<file path="src/rtl/vga_pkg.sv">
// Shared timing defaults, coordinate type and period helper for the VGA raster path.
package vga_pkg;

    typedef logic [9:0] coord_t;

    localparam int unsigned DEF_H_VISIBLE  = 640;
    localparam int unsigned DEF_H_FP       = 16;
    localparam int unsigned DEF_H_SYNC     = 96;
    localparam int unsigned DEF_H_BP       = 48;
    localparam int unsigned DEF_V_VISIBLE  = 480;
    localparam int unsigned DEF_V_FP       = 10;
    localparam int unsigned DEF_V_SYNC     = 2;
    localparam int unsigned DEF_V_BP       = 33;
    localparam int unsigned DEF_PIPE_DELAY = 2;

    // Full period of one axis: visible + front porch + sync + back porch.
    function automatic int unsigned span_total(
        input int unsigned visible,
        input int unsigned fp,
        input int unsigned sync,
        input int unsigned bp
    );
        return visible + fp + sync + bp;
    endfunction

    localparam int unsigned DEF_H_TOTAL = span_total(DEF_H_VISIBLE, DEF_H_FP, DEF_H_SYNC, DEF_H_BP);
    localparam int unsigned DEF_V_TOTAL = span_total(DEF_V_VISIBLE, DEF_V_FP, DEF_V_SYNC, DEF_V_BP);

endpackage

</file>
<file path="src/rtl/vga_pipe_delay.sv">
// Resettable shift register used to align raster flags with the mapper colour pipeline.
module vga_pipe_delay #(
    parameter int unsigned       WIDTH     = 1,
    parameter int unsigned       DEPTH     = 1,
    parameter logic [WIDTH-1:0]  RESET_VAL = '0
) (
    input  logic             i_clk,
    input  logic             i_rst,
    input  logic [WIDTH-1:0] i_d,
    output logic [WIDTH-1:0] o_q
);

    if (DEPTH == 0) begin : g_pass
        logic w_unused;
        assign w_unused = i_clk ^ i_rst;
        assign o_q      = i_d;
    end else begin : g_shift
        logic [WIDTH-1:0] r_sr [DEPTH];

        // Shift one stage per clock; reset flushes every stage to the inactive value.
        always_ff @(posedge i_clk) begin
            if (i_rst) begin
                for (int unsigned i = 0; i < DEPTH; i++) begin
                    r_sr[i] <= RESET_VAL;
                end
            end else begin
                r_sr[0] <= i_d;
                for (int unsigned i = 1; i < DEPTH; i++) begin
                    r_sr[i] <= r_sr[i-1];
                end
            end
        end

        assign o_q = r_sr[DEPTH-1];
    end

endmodule

</file>
<file path="src/rtl/vga_timing_gen.sv">
// Raster counters, sync/visible decode and pipeline alignment for the VGA output.
module vga_timing_gen
    import vga_pkg::*;
#(
    parameter int unsigned H_VISIBLE  = DEF_H_VISIBLE,
    parameter int unsigned H_FP       = DEF_H_FP,
    parameter int unsigned H_SYNC     = DEF_H_SYNC,
    parameter int unsigned H_BP       = DEF_H_BP,
    parameter int unsigned V_VISIBLE  = DEF_V_VISIBLE,
    parameter int unsigned V_FP       = DEF_V_FP,
    parameter int unsigned V_SYNC     = DEF_V_SYNC,
    parameter int unsigned V_BP       = DEF_V_BP,
    parameter int unsigned PIPE_DELAY = DEF_PIPE_DELAY
) (
    input  logic       vga_clk,
    input  logic       reset,
    output logic [9:0] DrawX,
    output logic [9:0] DrawY,
    output logic       blank,
    output logic       hs,
    output logic       vs,
    output logic       sof,
    output logic       eol,
    output logic [7:0] frame_count
);

    localparam int unsigned H_TOTAL = span_total(H_VISIBLE, H_FP, H_SYNC, H_BP);
    localparam int unsigned V_TOTAL = span_total(V_VISIBLE, V_FP, V_SYNC, V_BP);

    localparam coord_t H_LAST     = coord_t'(H_TOTAL - 1);
    localparam coord_t V_LAST     = coord_t'(V_TOTAL - 1);
    localparam coord_t H_VIS_END  = coord_t'(H_VISIBLE);
    localparam coord_t V_VIS_END  = coord_t'(V_VISIBLE);
    localparam coord_t HS_START   = coord_t'(H_VISIBLE + H_FP);
    localparam coord_t HS_END     = coord_t'(H_VISIBLE + H_FP + H_SYNC);
    localparam coord_t VS_START   = coord_t'(V_VISIBLE + V_FP);
    localparam coord_t VS_END     = coord_t'(V_VISIBLE + V_FP + V_SYNC);

    coord_t     r_x;
    coord_t     r_y;
    logic [7:0] r_frame_cnt;
    logic       r_sof;
    logic       r_eol;

    coord_t     w_x_nxt;
    coord_t     w_y_nxt;
    logic       w_x_wrap;
    logic       w_y_wrap;
    logic       w_vis;
    logic       w_hs_n;
    logic       w_vs_n;
    logic [1:0] w_sync_q;
    logic       w_blank_q;

    // Next counter values; wrap by comparing against the last index, never by overflow.
    always_comb begin
        w_x_wrap = (r_x == H_LAST);
        w_y_wrap = (r_y == V_LAST);
        w_x_nxt  = w_x_wrap ? '0 : r_x + 1'b1;
        w_y_nxt  = r_y;
        if (w_x_wrap) begin
            w_y_nxt = w_y_wrap ? '0 : r_y + 1'b1;
        end
    end

    // Counters plus sof/eol, which are decoded from the next coordinate so they line up with DrawX/DrawY.
    always_ff @(posedge vga_clk) begin
        if (reset) begin
            r_x         <= '0;
            r_y         <= '0;
            r_frame_cnt <= '0;
            r_sof       <= 1'b0;
            r_eol       <= 1'b0;
        end else begin
            r_x   <= w_x_nxt;
            r_y   <= w_y_nxt;
            r_sof <= (w_x_nxt == '0) && (w_y_nxt == '0);
            r_eol <= (w_x_nxt == H_LAST);
            if (w_x_wrap && w_y_wrap) begin
                r_frame_cnt <= r_frame_cnt + 8'd1;
            end
        end
    end

    // Raw, undelayed decode of the current coordinate.
    always_comb begin
        w_vis  = (r_x < H_VIS_END) && (r_y < V_VIS_END);
        w_hs_n = !((r_x >= HS_START) && (r_x < HS_END));
        w_vs_n = !((r_y >= VS_START) && (r_y < VS_END));
    end

    vga_pipe_delay #(
        .WIDTH     (2),
        .DEPTH     (PIPE_DELAY),
        .RESET_VAL (2'b11)
    ) u_sync_dly (
        .i_clk (vga_clk),
        .i_rst (reset),
        .i_d   ({w_hs_n, w_vs_n}),
        .o_q   (w_sync_q)
    );

    vga_pipe_delay #(
        .WIDTH     (1),
        .DEPTH     (PIPE_DELAY - 1),
        .RESET_VAL (1'b0)
    ) u_blank_dly (
        .i_clk (vga_clk),
        .i_rst (reset),
        .i_d   (w_vis),
        .o_q   (w_blank_q)
    );

    assign DrawX       = r_x;
    assign DrawY       = r_y;
    assign sof         = r_sof;
    assign eol         = r_eol;
    assign frame_count = r_frame_cnt;
    assign hs          = w_sync_q[1];
    assign vs          = w_sync_q[0];
    assign blank       = w_blank_q;

endmodule

</file>
<file path="config.mk">
export PLATFORM = sky130hd
export DESIGN_NAME = vga_timing_gen
export DESIGN_NICKNAME = d
export VERILOG_FILES = /design/src/rtl/vga_pkg.sv /design/src/rtl/vga_pipe_delay.sv /design/src/rtl/vga_timing_gen.sv
export SDC_FILE = /design/constraint.sdc
export NUM_CORES = 1
export LEC_CHECK = 0
export ABC_AREA = 1
export ABC_CLOCK_PERIOD_IN_PS = 2900
export CORE_MARGIN = 1
export CORE_UTILIZATION = 55
export DETAILED_ROUTE_END_ITERATION = 10
export HOLD_SLACK_MARGIN = 0.15
export PLACE_DENSITY = 0.93
export SLEW_MARGIN = 25
export SYNTH_ARGS = -nofsm -noshare
export SYNTH_HDL_FRONTEND = slang
export SYNTH_SLANG_ARGS = --single-unit
export TNS_END_PERCENT = 20
</file>
<file path="constraint.sdc">
create_clock -name vga_clk -period 2.9 [get_ports vga_clk]
set_clock_uncertainty 0.05 [all_clocks]
set_input_delay 0.58 -clock vga_clk [delete_from_list [all_inputs] [get_ports vga_clk]]
set_output_delay 0.58 -clock vga_clk [all_outputs]
set_load 0.03 [all_outputs]
</file>
==> insert_results.sql <==
INSERT INTO impl_metrics (metric_group, metric, value, unit) VALUES
('worst_setup_path', 'path_cells', 'clkdlybuf4s50_1', ''),
('clock_tree', 'cts-buffers-inserted', '5', ''),
('sta', 'max-slew-margin-rel', '64.7', '%'),
('sta', 'hold_viol_final', '0', ''),
('worst_setup_path', 'worstPathArrival', '1570', 'ps'),
('route', 'drt_first_pass_iters', '9', ''),
('sta', 'timing.setup.tns', '0', 'ps'),
('route', 'ant_nets', '0', ''),
('grt', 'grt_start_max_net_pins', '31', ''),
('route', 'totalWireLength', '3860', 'µm'),
('status', 'failed_checks', 'design-rule violations', ''),
('grt', 'grt_antenna_before_repair', '0', ''),
('route', 'wl_per_cell', '11.5', 'µm'),
('worst_setup_path', 'setup.reg_to_reg.worst_slack', '950', 'ps'),
('job', 'drv_cap', '0', ''),
('clock_tree', 'cts.repair_timing.setup_buffer_count', '0', ''),
('power', 'power.share.clock', '33.7', '%'),
('worst_setup_path', 'cp.required', '2270', 'ps'),
('grt', 'grt_pass1_wl', '6420', 'µm'),
('worst_setup_path', 'setup.worst_path.start_class', 'register', ''),
('power', 'leakage', '0.957', 'nW'),
('die', 'design.core.area', '3050', 'µm²'),
('clock_tree', 'postCtsResizedCells', '0', ''),
('clock_tree', 'clk_transition_reported_paths', '100', 'ps'),
('layout', 'final-instance-count-excl-fill', '335', ''),
('grt', 'grt_pass1_vias', '1514', ''),
('yosys', 'syn_nets', '261', ''),
('grt', 'grt_util_all_layers', '24.7', '%'),
('power', 'power_density', '360', 'nW/µm²'),
('worst_setup_path', 'r2r_start', 'DrawX[1]$_SDFF_PP0_', ''),
('placed_design', 'numPlacedInstances', '328', ''),
('yosys', 'synth_area_per_cell', '7.05', 'µm²'),
('worst_setup_path', 'critical_path.n_buffers_inverters', '1', ''),
('power', 'switchingPower', '189', 'µW'),
('clock_tree', 'clock_insertion_delay_worst_skew', '340', 'ps'),
('hold_path', 'hold_path_startpoint', 'u_sync_dly.g_shift.r_sr[0][0]$_SDFF_PP1_', ''),
('placed_design', 'rd_place_congestion', '0.905', ''),
('worst_setup_path', 'path_delay_family', 'buffers and inverters', ''),
('die', 'pin_count', '35', ''),
('yosys', 'post_synthesis_sequential_element_count', '35', ''),
('sta', 'clock.fmax', '0.455', 'GHz'),
('yosys', 'synth.yosys.warnings', '0', ''),
('yosys', 'postSynthCellCount', '253', ''),
('clock_tree', 'clockBufferDepth', '2', ''),
('placed_design', 'portBuffers', '34', ''),
('layout', 'net_total_in_the_final_layout', '299', ''),
('sta', 'period_needed', '2200', 'ps'),
('route', 'remaining_drc_errors', '1', ''),
('grt', 'gr-total-overflow', '0', ''),
('die', 'initial_utilization', '58.4', '%'),
('hold_path', 'min_path_type', 'reg2reg', ''),
('worst_setup_path', 'timing.setup.critical_path_class', 'reg2out', ''),
('status', 'result_of_the_run', 'finished, violations left', ''),
('sta', 'tightest_slew', '525', 'ps'),
('clock_tree', 'clock_sinks', '35', ''),
('clock_tree', 'tritoncts_clock_tree', 'yes', ''),
('sta', 'final_setup_violation_count', '0', ''),
('power', 'pwr-share-comb', '5.0', '%'),
('clock_tree', 'htree_num_levels', '2', ''),
('route', 'via_count', '1763', ''),
('worst_setup_path', 'critPathCaptureType', 'output port', ''),
('power', 'swShare', '23.6', '%'),
('sta', 'postLayoutSetupSlackWorst', '701', 'ps'),
('die', 'die_y', '59.0', 'µm'),
('sta', 'period_share', '75.8', '%'),
('layout', 'post-route-util', '72.7', '%'),
('route', 'vias_per_cell', '5.26', ''),
('die', 'std_cell_rows', '20', ''),
('worst_setup_path', 'timing.critical_path.slowest_stage_cell', 'sky130_fd_sc_hd__clkdlybuf4s50_1', ''),
('die', 'dieArea', '3480', 'µm²'),
('layout', 'antenna_cells', '0', '');
cells in the mapped netlist:
cell type | instances | area (µm²)
sky130_fd_sc_hd__nand2_1 | 57 | 214
sky130_fd_sc_hd__nor2_1 | 40 | 150
sky130_fd_sc_hd__dfxtp_1 | 35 | 701
sky130_fd_sc_hd__inv_1 | 34 | 128
sky130_fd_sc_hd__nand3_1 | 22 | 110
sky130_fd_sc_hd__a21oi_1 | 8 | 40.0
sky130_fd_sc_hd__nand4_1 | 8 | 50.1
sky130_fd_sc_hd__o21ai_0 | 7 | 35.0
sky130_fd_sc_hd__ha_1 | 6 | 75.1
sky130_fd_sc_hd__nor3_1 | 6 | 30.0
sky130_fd_sc_hd__clkbuf_1 | 3 | 11.3
sky130_fd_sc_hd__o21bai_1 | 3 | 22.5
sky130_fd_sc_hd__nand3_2 | 2 | 20.0
sky130_fd_sc_hd__nor4_1 | 2 | 12.5
sky130_fd_sc_hd__o21a_1 | 2 | 15.0
sky130_fd_sc_hd__or2_2 | 2 | 12.5
sky130_fd_sc_hd__xor2_1 | 2 | 17.5
sky130_fd_sc_hd__a2111o_1 | 1 | 11.3
sky130_fd_sc_hd__and3_1 | 1 | 6.26
sky130_fd_sc_hd__buf_6 | 1 | 11.3
sky130_fd_sc_hd__inv_2 | 1 | 3.75
sky130_fd_sc_hd__nand2_2 | 1 | 6.26
sky130_fd_sc_hd__nand2_4 | 1 | 11.3
sky130_fd_sc_hd__nand4_4 | 1 | 21.3
sky130_fd_sc_hd__nor2_2 | 1 | 6.26
sky130_fd_sc_hd__nor2_4 | 1 | 11.3
sky130_fd_sc_hd__nor2_8 | 1 | 20.0
sky130_fd_sc_hd__nor3_2 | 1 | 10.0
sky130_fd_sc_hd__nor3b_1 | 1 | 7.51
sky130_fd_sc_hd__o21ai_1 | 1 | 5.00
sky130_fd_sc_hd__xnor2_1 | 1 | 8.76
flip-flops by register name, summed over array words and instances (netlist names):
register / flops
sof: 1
frame_count: 8
u_sync_dly.g_shift.r_sr: 4
eol: 1
u_blank_dly.g_shift.r_sr: 1
DrawY: 10
DrawX: 10
cells in the final DEF (no fill, tap or decap), types with 2 or more instances in the layout:
cell type                         Yosys  layout
sky130_fd_sc_hd__clkbuf_4             0       5
sky130_fd_sc_hd__o21ai_0              7       7
sky130_fd_sc_hd__nand3_2              2       2
sky130_fd_sc_hd__nand2_1             57      57
sky130_fd_sc_hd__clkdlybuf4s50_1      0      34
sky130_fd_sc_hd__dfxtp_1             35      35
sky130_fd_sc_hd__nor2_1              40      40
sky130_fd_sc_hd__xor2_1               2       2
sky130_fd_sc_hd__nor4_1               2       2
sky130_fd_sc_hd__inv_1               34      34
sky130_fd_sc_hd__o21bai_1             3       3
sky130_fd_sc_hd__a21oi_1              8       8
sky130_fd_sc_hd__o21a_1               2       2
sky130_fd_sc_hd__ha_1                 6       6
sky130_fd_sc_hd__nand3_1             22      22
sky130_fd_sc_hd__nor3_1               6       6
sky130_fd_sc_hd__or2_2                2       2
sky130_fd_sc_hd__nand4_1              8       8
metal layers:
layer  track usage [%]  up-vias  wire [µm]
li1                  -      892          -
met1              31.6      800       1770
met2              39.4       62       1830
met3              5.49        9        177
met4              11.9        0         74
met5                 0        -          0
final cells by class:
cell class	instances	area, µm²	area share [%]
multi-input combinational	179	930	41.9
sequential	35	701	31.5
timing repair buffer	35	348	15.7
inverter	35	131	5.92
tap	44	55.1	2.48
clock buffer	6	51.3	2.31
clock inverter	1	5.00	0.225
per-stage QoR:
stage	hold WS (ps)	power [mW]	cell area, µm²
2_1_floorplan	339	0.527	1780
3_3_place_gp	343	0.541	2160
3_5_place_dp	347	0.542	2160
4_1_cts	371	0.807	2220
5_1_grt	386	0.835	2220
6_report	371	0.800	2220
power by group through the flow:
stage	clock network, mW	registers (mW)	logic, mW
after global routing	0.299	0.492	0.0444
after detailed placement	0	0.502	0.0399
final	0.269	0.491	0.0398
after global placement	0	0.502	0.0395
after floorplan	0	0.510	0.0167
after CTS	0.276	0.491	0.0400
kinds of logic after synthesis:
family                   share of synthesized area, %
AO/OA/AOI/OAI                                    7.22
XOR/XNOR                                         1.47
adder cells (fa/ha/maj)                          4.21
buffers and inverters                            8.63
flip-flops                                       39.3
AND/OR/NAND/NOR                                  39.2
worst paths after layout:
kind	to	depth (start not counted)
setup / recovery	DrawX[2]	1
hold / removal	u_sync_dly.g_shift.r_sr[0][2]$_SDFF_PP1_	1
setup reg to reg	frame_count[7]$_SDFFE_PP0P_	8
hold reg to reg	u_sync_dly.g_shift.r_sr[0][2]$_SDFF_PP1_	1
(Power assumes the default switching activity.)
